File: src/rtl/uart_note_cmd_ctrl_pkg.sv
// rtl/uart_note_cmd_ctrl_pkg.sv - shared constants, FSM encodings and checksum helper for the note command sequencer
package uart_note_cmd_ctrl_pkg;

    localparam logic [7:0] SYNC_BYTE_DEF = 8'hA5;

    localparam logic [1:0] ST_HUNT     = 2'd0;
    localparam logic [1:0] ST_GET_NOTE = 2'd1;
    localparam logic [1:0] ST_GET_DUR  = 2'd2;
    localparam logic [1:0] ST_GET_CHK  = 2'd3;

    function automatic logic [7:0] calc_chk(input logic [7:0] note, input logic [7:0] dur);
        return note ^ dur;
    endfunction

endpackage

File: src/rtl/uart_note_cmd_ctrl_cmd_fifo.sv
// rtl/uart_note_cmd_ctrl_cmd_fifo.sv - first-word-fall-through command FIFO with overflow pulse
module cmd_fifo #(
    parameter  int WIDTH = 11,
    parameter  int DEPTH = 4,
    localparam int AW    = $clog2(DEPTH)
) (
    input  logic             i_Clock,
    input  logic             i_Rst_L,
    input  logic             i_Push,
    input  logic [WIDTH-1:0] i_Push_Data,
    input  logic             i_Pop_Ready,
    output logic             o_Valid,
    output logic [WIDTH-1:0] o_Data,
    output logic             o_Ovf
);

    logic [WIDTH-1:0] r_mem [DEPTH];
    logic [AW-1:0]    r_wr_ptr;
    logic [AW-1:0]    r_rd_ptr;
    logic [AW:0]      r_count;
    logic             r_ovf;

    logic w_full;
    logic w_empty;
    logic w_pop;
    logic w_push;

    assign w_full  = (r_count == (AW+1)'(DEPTH));
    assign w_empty = (r_count == '0);
    assign w_pop   = !w_empty && i_Pop_Ready;
    // A pop in the same cycle frees the slot, so a push into a full FIFO still lands
    assign w_push  = i_Push && (!w_full || w_pop);

    always_ff @(posedge i_Clock or negedge i_Rst_L) begin
        if (!i_Rst_L) begin
            for (int i = 0; i < DEPTH; i++) begin
                r_mem[i] <= '0;
            end
            r_wr_ptr <= '0;
            r_rd_ptr <= '0;
            r_count  <= '0;
            r_ovf    <= 1'b0;
        end else begin
            r_ovf <= i_Push && w_full && !w_pop;
            if (w_push) begin
                r_mem[r_wr_ptr] <= i_Push_Data;
                r_wr_ptr        <= r_wr_ptr + AW'(1);
            end
            if (w_pop) begin
                r_rd_ptr <= r_rd_ptr + AW'(1);
            end
            case ({w_push, w_pop})
                2'b10:   r_count <= r_count + (AW+1)'(1);
                2'b01:   r_count <= r_count - (AW+1)'(1);
                default: r_count <= r_count;
            endcase
        end
    end

    assign o_Valid = !w_empty;
    assign o_Data  = r_mem[r_rd_ptr];
    assign o_Ovf   = r_ovf;

endmodule

File: src/rtl/uart_note_cmd_ctrl.sv
// rtl/uart_note_cmd_ctrl.sv - frames UART bytes into checked piano note commands feeding a small FIFO
module uart_note_cmd_ctrl
    import uart_note_cmd_ctrl_pkg::*;
#(
    parameter  logic [7:0] SYNC_BYTE    = SYNC_BYTE_DEF,
    parameter  int         N_NOTES      = 8,
    parameter  int         TIMEOUT_CLKS = 4340,
    parameter  int         FIFO_DEPTH   = 4,
    localparam int         NW           = $clog2(N_NOTES),
    localparam int         TW           = $clog2(TIMEOUT_CLKS)
) (
    input  logic          i_Clock,
    input  logic          i_Rst_L,
    input  logic          i_RX_DV,
    input  logic [7:0]    i_RX_Byte,
    output logic          o_Cmd_Valid,
    input  logic          i_Cmd_Ready,
    output logic [NW-1:0] o_Cmd_Note,
    output logic [7:0]    o_Cmd_Dur,
    output logic          o_Err_Frame,
    output logic          o_Err_Timeout,
    output logic          o_Err_Ovf,
    output logic          o_Busy
);

    localparam logic [TW-1:0] TIMER_LAST = TW'(TIMEOUT_CLKS - 1);
    localparam logic [7:0]    NOTE_LIMIT = 8'(N_NOTES);

    logic [1:0]    r_state;
    logic [7:0]    r_note;
    logic [7:0]    r_dur;
    logic [TW-1:0] r_timer;
    logic          r_err_frame;
    logic          r_err_timeout;

    logic          w_frame_ok;
    logic          w_push;
    logic          w_expire;
    logic [NW+7:0] w_head;

    assign w_frame_ok = (calc_chk(r_note, r_dur) == i_RX_Byte) && (r_note < NOTE_LIMIT);
    assign w_push     = (r_state == ST_GET_CHK) && i_RX_DV && w_frame_ok;
    // A byte arriving on the expiry cycle is still accepted
    assign w_expire   = (r_state != ST_HUNT) && !i_RX_DV && (r_timer == TIMER_LAST);

    always_ff @(posedge i_Clock or negedge i_Rst_L) begin
        if (!i_Rst_L) begin
            r_state       <= ST_HUNT;
            r_note        <= 8'h00;
            r_dur         <= 8'h00;
            r_timer       <= '0;
            r_err_frame   <= 1'b0;
            r_err_timeout <= 1'b0;
        end else begin
            r_err_frame   <= 1'b0;
            r_err_timeout <= 1'b0;
            if (r_state == ST_HUNT) begin
                r_timer <= '0;
                if (i_RX_DV && (i_RX_Byte == SYNC_BYTE)) begin
                    r_state <= ST_GET_NOTE;
                end
            end else if (i_RX_DV) begin
                r_timer <= '0;
                if (r_state == ST_GET_NOTE) begin
                    r_note  <= i_RX_Byte;
                    r_state <= ST_GET_DUR;
                end else if (r_state == ST_GET_DUR) begin
                    r_dur   <= i_RX_Byte;
                    r_state <= ST_GET_CHK;
                end else begin
                    r_err_frame <= !w_frame_ok;
                    r_state     <= ST_HUNT;
                end
            end else if (w_expire) begin
                r_err_timeout <= 1'b1;
                r_timer       <= '0;
                r_state       <= ST_HUNT;
            end else begin
                r_timer <= r_timer + TW'(1);
            end
        end
    end

    cmd_fifo #(
        .WIDTH (NW + 8),
        .DEPTH (FIFO_DEPTH)
    ) u_cmd_fifo (
        .i_Clock     (i_Clock),
        .i_Rst_L     (i_Rst_L),
        .i_Push      (w_push),
        .i_Push_Data ({r_note[NW-1:0], r_dur}),
        .i_Pop_Ready (i_Cmd_Ready),
        .o_Valid     (o_Cmd_Valid),
        .o_Data      (w_head),
        .o_Ovf       (o_Err_Ovf)
    );

    assign o_Cmd_Note    = w_head[NW+7:8];
    assign o_Cmd_Dur     = w_head[7:0];
    assign o_Err_Frame   = r_err_frame;
    assign o_Err_Timeout = r_err_timeout;
    assign o_Busy        = (r_state != ST_HUNT);

endmodule

File: config.mk
export PLATFORM = sky130hd
export DESIGN_NAME = uart_note_cmd_ctrl
export DESIGN_NICKNAME = d
export VERILOG_FILES = /design/src/rtl/uart_note_cmd_ctrl_pkg.sv /design/src/rtl/uart_note_cmd_ctrl_cmd_fifo.sv /design/src/rtl/uart_note_cmd_ctrl.sv
export SDC_FILE = /design/constraint.sdc
export NUM_CORES = 1
export LEC_CHECK = 0
export ABC_AREA = 1
export BUFFER_PORTS_ARGS = -buffer_cell sky130_fd_sc_hd__buf_2
export CAP_MARGIN = 20
export CORE_MARGIN = 2
export CORE_UTILIZATION = 45
export CTS_CLUSTER_SIZE = 24
export DETAILED_ROUTE_END_ITERATION = 16
export PLACE_DENSITY = 0.7
export SETUP_SLACK_MARGIN = 0.05
export SYNTH_ARGS = -nofsm -noshare
export SYNTH_HDL_FRONTEND = slang
export SYNTH_HIERARCHICAL = 1
export SYNTH_SLANG_ARGS = --single-unit
File: constraint.sdc
create_clock -name i_Clock -period 2.9 [get_ports i_Clock]
set_input_delay 0.29 -clock i_Clock [delete_from_list [all_inputs] [get_ports i_Clock]]
set_output_delay 0.29 -clock i_Clock [all_outputs]
set_load 0.02 [all_outputs]
==> results.py <==
metrics = {
    "sta": {
        "finalHoldViolations": 0,
        "worst_slew_pin_slew_ns": 0.7036,
        "fin_tns_setup_ns": 0,
        "setup-violations-final": 0,
        "finalClockSkew_ns": 0.01422,
        "grt_setup_unrepaired": "false",
        "layout_worst_path_cycle_share": 0.8144,
        "slew_viol_final": 0,
        "max_slew_margin": 0.5304,
        "post-route-min-period_ns": 2.362,
        "clock.fmax_mhz": 423.4,
    },
    "layout": {
        "finalInstanceArea_sq_um": 4836,
        "post_route_cells_drive_above_1_share": 0.1019,
        "area_delta_synth_final_pct": 10.08,
        "postLayoutCoreUtil": 0.5017,
        "count_of_antenna_diodes_in_the_layout": 0,
        "post_layout_nonfiller_instances": 702,
        "nets": 589,
    },
    "drt": {
        "wl_met1_mm": 4.427,
        "total_via_count_in_the_routed_design": 3642,
        "drt_wl_total_mm": 9.722,
        "met3WireLength_microns": 518,
        "final_antenna_net_count": 0,
        "routed_wire_length_per_instance_microns": 13.85,
        "detail_route.first_pass.iterations": 4,
        "dr_iter_0_viols": 194,
        "detailroute.wirelength.met2_mm": 4.646,
        "topRoutingLayerUsed": "met4",
        "drcViolationCount": 0,
        "via_per_inst": 5.188,
    },
    "place": {
        "globalplace.congestion": 0.8291,
        "quantity_of_i_o_buffers_inserted_on_ports": 27,
        "placed_area_sq_um": 4562,
        "detailed_place_hpwl_mm": 6.414,
        "dpl.cell_count": 685,
    },
    "worst_setup_path": {
        "cp_data_required_time_ns": 3.17,
        "setup_crit_end_kind": "flip-flop",
        "crit_end": "u_cmd_fifo/r_count[1]$_DFFE_PN0P_",
        "critical_path.reg2reg.endpoint": "u_cmd_fifo/r_count[1]$_DFFE_PN0P_",
        "critical_path.startpoint": "r_dur[7]$_DFFE_PN0P_",
        "worstReg2RegStart": "r_dur[7]$_DFFE_PN0P_",
        "worst-path-max-fanout": 7,
        "worstPathArrival_ns": 2.63,
        "timing_worst_setup_path_type": "flip-flop to flip-flop",
        "timing.critical_path.from_type": "flip-flop",
        "reg2reg_setup_slack_ns": 0.54,
        "worst_r2r_path_cells": 13,
    },
    "logic_synthesis": {
        "synth-warning-count": 6,
        "cells_after_synthesis": 549,
        "postSynth.topFlopCell": "dfrtp_1",
        "synth_sequential_area_ratio": 0.4842,
        "yosys.cell_types.count": 28,
        "mappedNetlistArea_sq_um": 4393,
        "synthesis.nets": 573,
        "synth.ff_latch_count": 85,
        "synth.top_cell.area_share": 0.4842,
        "syn-mean-instance-area_sq_um": 8.002,
        "postSynth.asyncResetShare": 1.000,
        "yosysMostFrequentCell": "nand2_1",
        "synth-edff-count": 0,
        "post-synth-top-area-cell": "dfrtp_1",
        "synth_common_cells": "nand2_1, dfrtp_1, nor2_1, inv_1, nand4_1",
        "synth.area.top_cells": "dfrtp_1, nand2_1, nand4_1, o21ai_0, nor2_1",
    },
    "floorplan": {
        "rows": 36,
        "placeableCoreArea_sq_um": 9639,
        "die_area_sq_um": 10570,
        "die_h_microns": 102.8,
        "num_io_pins": 28,
        "die-width_microns": 102.8,
        "initial_core_util": 0.4557,
    },
    "clocking": {
        "worst_skew_pair.late_latency_ns": 0.36,
        "ctsHtreeMaxLevel": 3,
        "cts_inserted_buffers": 9,
        "cts_post_setup_buffers_inserted": 0,
        "ctsLongestPathBuffers": 2,
        "tritoncts": "done",
        "cts_hold_buf": 0,
        "path_clk_slew_ns": 0.08,
        "cts_resized": 0,
        "clock_tree.root_cell": "clkbuf_8",
        "cts_num_sinks": 85,
    },
    "global_route": {
        "grt_use_total": 0.1975,
        "gr-total-overflow": 0,
        "grt_start_max_net_pins": 86,
        "grt_pass1_wl_mm": 16.11,
        "initial_antenna_violation_count": 0,
        "grt_pass1_vias": 3380,
    },
    "power": {
        "power_density_nw_per_um2": 819.4,
        "leakagePower_uw": 0.002519,
        "vdd_drop_max_mv": 0.4410,
    },
    "hold_path": {
        "hp-class": "primary input to flip-flop",
    },
    "flow_run": {
        "maxCapViolations": 0,
    },
    "status": {
        "status": "completed",
    },
}
cells by family (layout without fill, tap and decap cells):
group / after synthesis / count (layout) / synth area share
adder cells (fa/ha/maj): 12 / 12 / 0.03589
flip-flops: 85 / 85 / 0.4842
AO/OA/AOI/OAI: 57 / 57 / 0.06807
buffers and inverters: 77 / 97 / 0.08060
AND/OR/NAND/NOR: 305 / 305 / 0.3053
XOR/XNOR: 13 / 13 / 0.02592
power breakdown:
part           switching (uW)  internal (uW)  leakage (uW)
Sequential                238           1350       0.00115
Combinational             909            474       0.00125
Clock                     425            569      0.000119
Total                    1570           2390       0.00252
final cells by class:
cell class	instances	area, sq um
clock inverter	6	112.6
multi-input combinational	387	1917
sequential	85	2127
clock buffer	9	123.9
fill	935	4803
timing repair buffer	33	205.2
tap	133	166.4
inverter	49	183.9
critical path, stage by stage (launching register included):
cell,delay [ns]
dfrtp_1,0.47
inv_1,0.07
nand2_1,0.08
nand2_1,0.06
nand2_1,0.06
nand2_1,0.05
nor2_1,0.09
nand2_1,0.09
nor3_2,0.24
nand2_1,0.14
ha_1,0.26
inv_1,0.09
fa_1,0.41
o21ai_0,0.17
worst min path at each step:
stage | from | cells after the start | end
floorplan | i_Rst_L | 0 | o_Err_Frame$_DFF_PN0_
global placement | u_cmd_fifo/r_mem[32]$_DFFE_PN0P_ | 2 | u_cmd_fifo/r_mem[32]$_DFFE_PN0P_
detailed placement | u_cmd_fifo/r_mem[29]$_DFFE_PN0P_ | 2 | u_cmd_fifo/r_mem[29]$_DFFE_PN0P_
CTS | i_Rst_L | 1 | u_cmd_fifo/r_mem[36]$_DFFE_PN0P_
global route | i_RX_Byte[7] | 3 | r_dur[7]$_DFFE_PN0P_
finish | i_RX_Byte[0] | 3 | r_dur[0]$_DFFE_PN0P_
flip-flops by register name, indices dropped and copies added, names as in the netlist:
register,flops
r_timer,13
u_cmd_fifo/r_rd_ptr,2
u_cmd_fifo/r_count,3
r_state,2
o_Err_Timeout,1
o_Err_Frame,1
u_cmd_fifo/r_wr_ptr,2
u_cmd_fifo/o_Ovf,1
r_dur,8
u_cmd_fifo/r_mem,44
r_note,8
per-layer routing:
metal / up-vias / track usage
met5: - / 0
met4: 0 / 0.07186
met3: 14 / 0.03797
met2: 83 / 0.3233
met1: 1727 / 0.2632
li1: 1818 / -
layout by cell type (no fill, tap or decap), drive strengths merged:
| cell type | synthesis | routed |
|---|---|---|
| nand4 | 47 | 47 |
| inv | 49 | 49 |
| nor3 | 7 | 7 |
| nand2 | 172 | 172 |
| nor3b | 1 | 1 |
| a21oi | 4 | 4 |
| dfrtp | 85 | 85 |
| o21ai | 42 | 42 |
| nor2 | 55 | 55 |
| clkinv | 0 | 3 |
| o22ai | 11 | 11 |
| dlygate4sd3 | 0 | 1 |
| nand3 | 22 | 22 |
| xnor2 | 5 | 5 |
| or4 | 1 | 1 |
| clkbuf | 5 | 9 |
| bufinv | 0 | 3 |
| ha | 11 | 11 |
| fa | 1 | 1 |
| buf | 23 | 32 |
| xor2 | 8 | 8 |
per-stage QoR:
stage	total power [uW]	worst slack [ns]	hold WS, ns
2_1_floorplan	2608	0.6548	-0.005591
3_3_place_gp	2941	0.7153	0.4491
3_5_place_dp	2992	0.5874	0.4532
4_1_cts	3996	0.5373	0.1672
5_1_grt	4251	0.3410	0.2532
6_report	3963	0.5383	0.2389
Note: power is estimated with default switching activity, not from simulation.
